==> config.mk <==
export PLATFORM = sky130hd
export DESIGN_NAME = multi_sprite_unit
export DESIGN_NICKNAME = d
export VERILOG_FILES = /design/src/rtl/multi_sprite_unit.sv
export SDC_FILE = /design/constraint.sdc
export NUM_CORES = 1
export LEC_CHECK = 0
export CAP_MARGIN = 30
export CORE_UTILIZATION = 50
export DETAILED_ROUTE_END_ITERATION = 16
export GPL_TIMING_DRIVEN = 0
export MAX_ROUTING_LAYER = met4
export PLACE_DENSITY_LB_ADDON = 0.25
export SYNTH_ARGS = -nofsm -noshare
export SYNTH_HDL_FRONTEND = slang
export SYNTH_SLANG_ARGS = --single-unit
==> constraint.sdc <==
create_clock -name clk -period 8 [get_ports clk]
set_input_delay 0.8 -clock clk [delete_from_list [all_inputs] [get_ports clk]]
set_output_delay 0.8 -clock clk [all_outputs]
set_load 0.01 [all_outputs]
==> src/rtl/multi_sprite_unit.sv <==
// multi_sprite_unit
//   Holds N_SPRITES moving square sprites. Once per frame, on the pixel that
//   starts the last visible line (pxl_x==0, pxl_y==HEIGHT-1), it sweeps every
//   sprite in turn and does three things for each one:
//     - retires a sprite that has been hit,
//     - applies thrust to sprite 0,
//     - moves the sprite by its velocity.
//   It also renders the sprites: each pixel gives a registered
//   Draw/Draw_id/RGB result one cycle later, and the lowest index wins.
//
//   Build option: define SPRITE_WRAP_EN for Asteroids-style wrap-around at the
//   screen edges. By default sprites clamp at the edges and bounce.
//
// Ports
//   clk, reset          clock, synchronous active-high reset
//   pxl_x, pxl_y        current raster position
//   B, sin_val, cos_val thrust request and heading for sprite 0
//   collision           per-sprite hit pulses (ignored for inactive sprites)
//   spawn_*             spawn handshake, target id, position and velocity;
//                       spawn_ready is high only while idle
//   colors              {R,G,B} nibbles per sprite, sprite i at [12*i +: 12]
//   Red/Green/Blue      registered pixel colour (0 when nothing is drawn)
//   Draw, Draw_id       registered coverage flag and index of the winning sprite
module multi_sprite_unit #(
  parameter int WIDTH        = 640,
  parameter int HEIGHT       = 480,
  parameter int N_SPRITES    = 4,
  parameter int SIZE         = 64,
  parameter int FRAC_BITS    = 6,
  parameter int THRUST_SHIFT = 12
) (
  input  logic                          clk,
  input  logic                          reset,
  input  logic [$clog2(WIDTH)-1:0]      pxl_x,
  input  logic [$clog2(HEIGHT)-1:0]     pxl_y,
  input  logic                          B,
  input  logic signed [17:0]            sin_val,
  input  logic signed [17:0]            cos_val,
  input  logic [N_SPRITES-1:0]          collision,
  input  logic                          spawn_valid,
  output logic                          spawn_ready,
  input  logic [3:0]                    spawn_id,
  input  logic [$clog2(WIDTH)-1:0]      spawn_x,
  input  logic [$clog2(HEIGHT)-1:0]     spawn_y,
  input  logic signed [15:0]            spawn_vx,
  input  logic signed [15:0]            spawn_vy,
  input  logic [12*N_SPRITES-1:0]       colors,
  output logic [3:0]                    Red,
  output logic [3:0]                    Green,
  output logic [3:0]                    Blue,
  output logic                          Draw,
  output logic [3:0]                    Draw_id
);

  localparam int XW   = $clog2(WIDTH);
  localparam int YW   = $clog2(HEIGHT);
  localparam int PXW  = XW + FRAC_BITS;
  localparam int PYW  = YW + FRAC_BITS;
  localparam int PMAX = (PXW > PYW) ? PXW : PYW;
  // Working width for position arithmetic. It has room for the position,
  // a full 16-bit velocity, the sign and one carry bit.
  localparam int AW   = ((PMAX > 16) ? PMAX : 16) + 4;
  localparam int IDW  = (N_SPRITES > 1) ? $clog2(N_SPRITES) : 1;

  localparam logic [1:0] S_IDLE   = 2'd0;
  localparam logic [1:0] S_UPDATE = 2'd1;
  localparam logic [1:0] S_DONE   = 2'd2;

  localparam logic signed [AW-1:0] SAT_HI = AW'(32767);
  localparam logic signed [AW-1:0] SAT_LO = -AW'(32768);

`ifdef SPRITE_WRAP_EN
  localparam logic signed [AW-1:0] RANGE_X = AW'(WIDTH << FRAC_BITS);
  localparam logic signed [AW-1:0] RANGE_Y = AW'(HEIGHT << FRAC_BITS);
`else
  localparam logic signed [AW-1:0] LIM_X = AW'((WIDTH - SIZE) << FRAC_BITS);
  localparam logic signed [AW-1:0] LIM_Y = AW'((HEIGHT - SIZE) << FRAC_BITS);
`endif

  function automatic logic signed [AW-1:0] sext16(input logic signed [15:0] v);
    return {{(AW-16){v[15]}}, v};
  endfunction

  function automatic logic signed [AW-1:0] sext18(input logic signed [17:0] v);
    return {{(AW-18){v[17]}}, v};
  endfunction

  function automatic logic signed [15:0] sat16(input logic signed [AW-1:0] v);
    if (v > SAT_HI)      return 16'sh7fff;
    else if (v < SAT_LO) return -16'sh8000;
    else                 return v[15:0];
  endfunction

`ifndef SPRITE_WRAP_EN
  // Negating -32768 overflows, so the result is saturated to +32767.
  function automatic logic signed [15:0] neg16(input logic signed [15:0] v);
    return sat16(-sext16(v));
  endfunction
`endif

  logic [1:0]              state;
  logic [IDW-1:0]          idx;
  logic                    trig_q;
  logic [N_SPRITES-1:0]    active;
  logic [N_SPRITES-1:0]    hit;
  logic [PXW-1:0]          pos_x [N_SPRITES];
  logic [PYW-1:0]          pos_y [N_SPRITES];
  logic signed [15:0]      vel_x [N_SPRITES];
  logic signed [15:0]      vel_y [N_SPRITES];

  logic                    frame_start;
  logic                    spawn_acc;
  logic signed [17:0]      thr_x, thr_y;
  logic signed [15:0]      vx_t, vy_t, vx_n, vy_n;
  logic signed [AW-1:0]    nx, ny;
  logic [PXW-1:0]          px_n;
  logic [PYW-1:0]          py_n;

  logic                    draw_c;
  logic [3:0]              draw_id_c;
  logic [11:0]             rgb_c;
  logic [XW+1:0]           sx;
  logic [YW+1:0]           sy;

  logic                    draw_p1;
  logic [3:0]              draw_id_p1;
  logic [11:0]             rgb_p1;

  assign frame_start = (pxl_x == XW'(0)) && (pxl_y == YW'(HEIGHT - 1));
  assign spawn_ready = (state == S_IDLE);
  assign spawn_acc   = spawn_valid && spawn_ready;
  assign thr_x       = cos_val >>> THRUST_SHIFT;
  assign thr_y       = sin_val >>> THRUST_SHIFT;

  // Motion step for the sprite that idx currently selects.
  always_comb begin
    vx_t = vel_x[idx];
    vy_t = vel_y[idx];
    if (idx == '0 && B) begin
      vx_t = sat16(sext16(vel_x[idx]) + sext18(thr_x));
      vy_t = sat16(sext16(vel_y[idx]) + sext18(thr_y));
    end
    vx_n = vx_t;
    vy_n = vy_t;
    nx = {{(AW-PXW){1'b0}}, pos_x[idx]} + sext16(vx_t);
    ny = {{(AW-PYW){1'b0}}, pos_y[idx]} + sext16(vy_t);
`ifdef SPRITE_WRAP_EN
    if (nx[AW-1])           nx = nx + RANGE_X;
    else if (nx >= RANGE_X) nx = nx - RANGE_X;
    if (ny[AW-1])           ny = ny + RANGE_Y;
    else if (ny >= RANGE_Y) ny = ny - RANGE_Y;
`else
    if (nx[AW-1]) begin
      nx   = '0;
      vx_n = neg16(vx_t);
    end else if (nx > LIM_X) begin
      nx   = LIM_X;
      vx_n = neg16(vx_t);
    end
    if (ny[AW-1]) begin
      ny   = '0;
      vy_n = neg16(vy_t);
    end else if (ny > LIM_Y) begin
      ny   = LIM_Y;
      vy_n = neg16(vy_t);
    end
`endif
    px_n = nx[PXW-1:0];
    py_n = ny[PYW-1:0];
  end

  // Pixel coverage. The loop runs from the highest index down, so the last
  // match it records is the lowest-index sprite.
  always_comb begin
    draw_c    = 1'b0;
    draw_id_c = '0;
    rgb_c     = '0;
    sx        = '0;
    sy        = '0;
    for (int i = N_SPRITES - 1; i >= 0; i--) begin
      sx = {2'b00, pos_x[i][PXW-1:FRAC_BITS]};
      sy = {2'b00, pos_y[i][PYW-1:FRAC_BITS]};
      if (active[i] &&
          ({2'b00, pxl_x} >= sx) && ({2'b00, pxl_x} < sx + (XW+2)'(SIZE)) &&
          ({2'b00, pxl_y} >= sy) && ({2'b00, pxl_y} < sy + (YW+2)'(SIZE))) begin
        draw_c    = 1'b1;
        draw_id_c = 4'(i);
        rgb_c     = colors[12*i +: 12];
      end
    end
  end

  always_ff @(posedge clk) begin
    if (reset) begin
      state      <= S_IDLE;
      idx        <= '0;
      trig_q     <= 1'b0;
      active     <= '0;
      hit        <= '0;
      for (int i = 0; i < N_SPRITES; i++) begin
        pos_x[i] <= '0;
        pos_y[i] <= '0;
        vel_x[i] <= '0;
        vel_y[i] <= '0;
      end
      draw_p1    <= 1'b0;
      draw_id_p1 <= '0;
      rgb_p1     <= '0;
    end else begin
      // trig_q makes the sweep start on the first cycle of the trigger
      // pixel only, so a held pixel cannot start a second sweep.
      trig_q <= frame_start;
      case (state)
        S_IDLE: begin
          if (frame_start && !trig_q) begin
            state <= S_UPDATE;
            idx   <= '0;
          end
        end
        S_UPDATE: begin
          if (idx == IDW'(N_SPRITES - 1)) state <= S_DONE;
          else                            idx   <= idx + 1'b1;
        end
        S_DONE:  state <= S_IDLE;
        default: state <= S_IDLE;
      endcase

      for (int i = 0; i < N_SPRITES; i++) begin
        if (spawn_acc && spawn_id == 4'(i)) begin
          // A spawn overrides a collision on the same sprite in the same cycle.
          pos_x[i]  <= {spawn_x, {FRAC_BITS{1'b0}}};
          pos_y[i]  <= {spawn_y, {FRAC_BITS{1'b0}}};
          vel_x[i]  <= spawn_vx;
          vel_y[i]  <= spawn_vy;
          active[i] <= 1'b1;
          hit[i]    <= 1'b0;
        end else begin
          if (collision[i] && active[i]) hit[i] <= 1'b1;
          if (state == S_UPDATE && idx == IDW'(i) && active[i]) begin
            if (hit[i]) begin
              active[i] <= 1'b0;
              hit[i]    <= 1'b0;
            end else begin
              pos_x[i] <= px_n;
              pos_y[i] <= py_n;
              vel_x[i] <= vx_n;
              vel_y[i] <= vy_n;
            end
          end
        end
      end

      // ---- stage p1: registered pixel result ----
      draw_p1    <= draw_c;
      draw_id_p1 <= draw_id_c;
      rgb_p1     <= rgb_c;
    end
  end

  assign Draw    = draw_p1;
  assign Draw_id = draw_id_p1;
  assign Red     = rgb_p1[11:8];
  assign Green   = rgb_p1[7:4];
  assign Blue    = rgb_p1[3:0];

endmodule
==> impl_metrics.ini <==
[status]
outcome = complete, no violations

[synthesis]
synth_warnings = 0
synth_area_sq_um = 21000
postSynthAreaPerCell_sq_um = 9.96
ys_types = 93
ys_seq_area_frac = 0.389
ys_ff_latch = 282
synth_top_area_cell = edfxtp_1
async_reset_ff_frac = 0
syn_inst = 2109
synth_top_area_share = 0.360
synth_common_cells = edfxtp_1, a21oi_1, o21ai_0
ys.flop_type = edfxtp_1
synth_area_leaders = edfxtp_1, ha_1, mux4_2
yosysMostFrequentCell = edfxtp_1
synth-edff-count = 252

[grt]
grt_overflow_total = 0
grtUsageTotal = 0.360
antenna_found_initial = 2
grt_pass1_vias = 18900
grt_pass1_wl_microns = 111000
grt_max_degree = 51

[power_and_ir_drop]
power_mw = 4.68
p_per_area_nw_per_um2 = 186
leakagePower_nw = 9.43
ir_worst_vdd_mv = 0.181

[timing]
period_share = 0.964
relSlewSlack = 0.289
fin_skew_ps = 14.7
timing.hold.ws_ps = 506
hold_violations = 0
setup_viol = 0
setup-tns-final_ps = 0
worst_pin_slew_ps = 1070
finalWorstSetupSlack_ps = 287
report.final.slew_viol_count = 0
period_minus_slack_ps = 7710
max_freq_ghz = 0.130

[detailed_routing]
via_count = 19500
wl_per_cell_microns = 26.0
drt-total-wl_microns = 75000
drtAntennaViolNets = 0
first_pass_iters = 8
drc = 0
drt_iter0_drc = 2070
via_per_inst = 6.76

[final_layout]
fill_cells = 3496
final_net_count = 2682
syn_to_final_growth_pct = 19.6
utilization = 0.611
fin_area_sq_um = 25100
final_cell_count_no_fill = 2885
layout-drive-gt1-share = 0.131

[floorplanning]
dieArea_sq_um = 42800
design.core.area_sq_um = 41100
die-width_microns = 207
rows = 74
io_pins = 184
chipHeight_microns = 207
initial_utilization = 0.511

[critical_path]
startpoint_type = flop
worst_path_max_delay_cell = mux4_2
crit_type = reg -> reg
crit_path_max_incr_delay_ps = 580
cp-end-kind = flop
crit_fanout = 11
worstPathRequired_ps = 8310
rr_worst_depth = 28
cpMostUsedCell = buf_12
cp.arrival_ps = 8020

[clocking]
cts.sink_count = 282
cts_made_buffers = 31
clk_pin_slew_worst_paths_ps = 60
hold_buffers = 0
clk_path_buf_depth = 3
clkLatencyLatePin_ps = 600
cts.htree.levels = 1
cts_root_buf = clkbuf_16
cts_tree = built

[placement]
place_congestion = 0.977
dpl_worst_slack_ps = -2280
post-place-cells = 2812
dpl_cell_area_sq_um = 23500
dp_hpwl_microns = 56400
port_buffers = 155

[worst_hold_path]
hp-class = reg -> reg
hold_depth = 2

[flow_run]
maxCapViolations = 0
## worst paths after layout
check                           startpoint           to  slack [ps]
worst min-delay path                hit[3]       hit[3]         510
worst max register to register        flop  vel_x[3][1]         290
worst min register to register      hit[3]       hit[3]         510
worst max-delay path                  flop  vel_x[3][1]         290
## cell families (layout without fill, tap and decap cells)
family	Yosys count	after routing	share of synthesized area
XOR/XNOR	59	59	0.0246
buffers and inverters	231	473	0.0425
multiplexers	66	66	0.0691
flip-flops	282	282	0.389
AO/OA/AOI/OAI	758	758	0.235
AND/OR/NAND/NOR	523	523	0.125
adder cells (fa/ha/maj)	189	189	0.114
other	1	3	0.000179
## registers in the layout, summed over array words and instances (netlist names), named ones only
name,cells
idx,2
pos_y,60
trig_q,1
rgb_p1,12
vel_y,64
active,4
hit,4
pos_x,64
vel_x,64
state,2
Draw,1
Draw_id,2
## worst max-delay path: cells and delay by family (launching register included)
kind / cells / cell delay [ps]
simple gates: 8 / 1710
flops: 1 / 390
compound gates: 9 / 2360
xor+xnor: 1 / 180
fa+ha+maj: 3 / 1120
mux: 1 / 580
buf+inv: 6 / 1090
## power breakdown
| part | switching (mW) | total, mW | internal (mW) |
|---|---|---|---|
| Clock | 0.637 | 1.51 | 0.873 |
| Combinational | 0.935 | 1.48 | 0.542 |
| Sequential | 0.0318 | 1.69 | 1.66 |
| Total | 1.60 | 4.68 | 3.08 |
## routing by layer
metal  track usage  vias up  share of wire
li1              -     8621              -
met1         0.464     9350           0.39
met2         0.546     1327           0.45
met3        0.0672      212           0.11
met4         0.172        0          0.051
met5             -        -              0
## area by class of cell
type,instances,area (sq um),share of cell area
Inverter,109,409,0.0163
Multi-Input combinational cell,1597,12300,0.489
Buffer,117,543,0.0216
Sequential cell,282,8170,0.325
Antenna cell,1,2.50,0.0000996
Timing Repair Buffer,190,2000,0.0796
Clock inverter,24,268,0.0107
Clock buffer,33,783,0.0312
Tap cell,532,666,0.0265
## cell usage in the layout, fill, tap and decap left out, drive strengths merged, types with 12 or more instances in the layout
cell type and n:
edfxtp 252, a21o 30, mux4 63, clkbuf 127, inv 113, nand2 146, a21oi 213, nand3 47
o221a 50, a211oi 17, dfxtp 30, xnor2 43, ha 184, nand2b 27, a22o 30, o21ai 214
nand3b 18, o21a 38, nor2b 17, o21bai 12, clkinv 13, nor3 49, o211ai 21, a31oi 22
a22oi 19, and3 22, buf 58, o221ai 15, nor4 16, clkdlybuf4s50 155, or3 16, xor2 16
nor2 110
## what timing repair did
| action | 4_1_cts | 5_1_grt |
|---|---|---|
| pin swaps | 5 | 6 |
| hold endpoints to repair | 0 | 0 |
| resized for setup | 72 | 39 |
| setup endpoints to repair | 252 | 231 |
| buffers inserted | 5 | 14 |
Power figures use the tool's default switching activity.
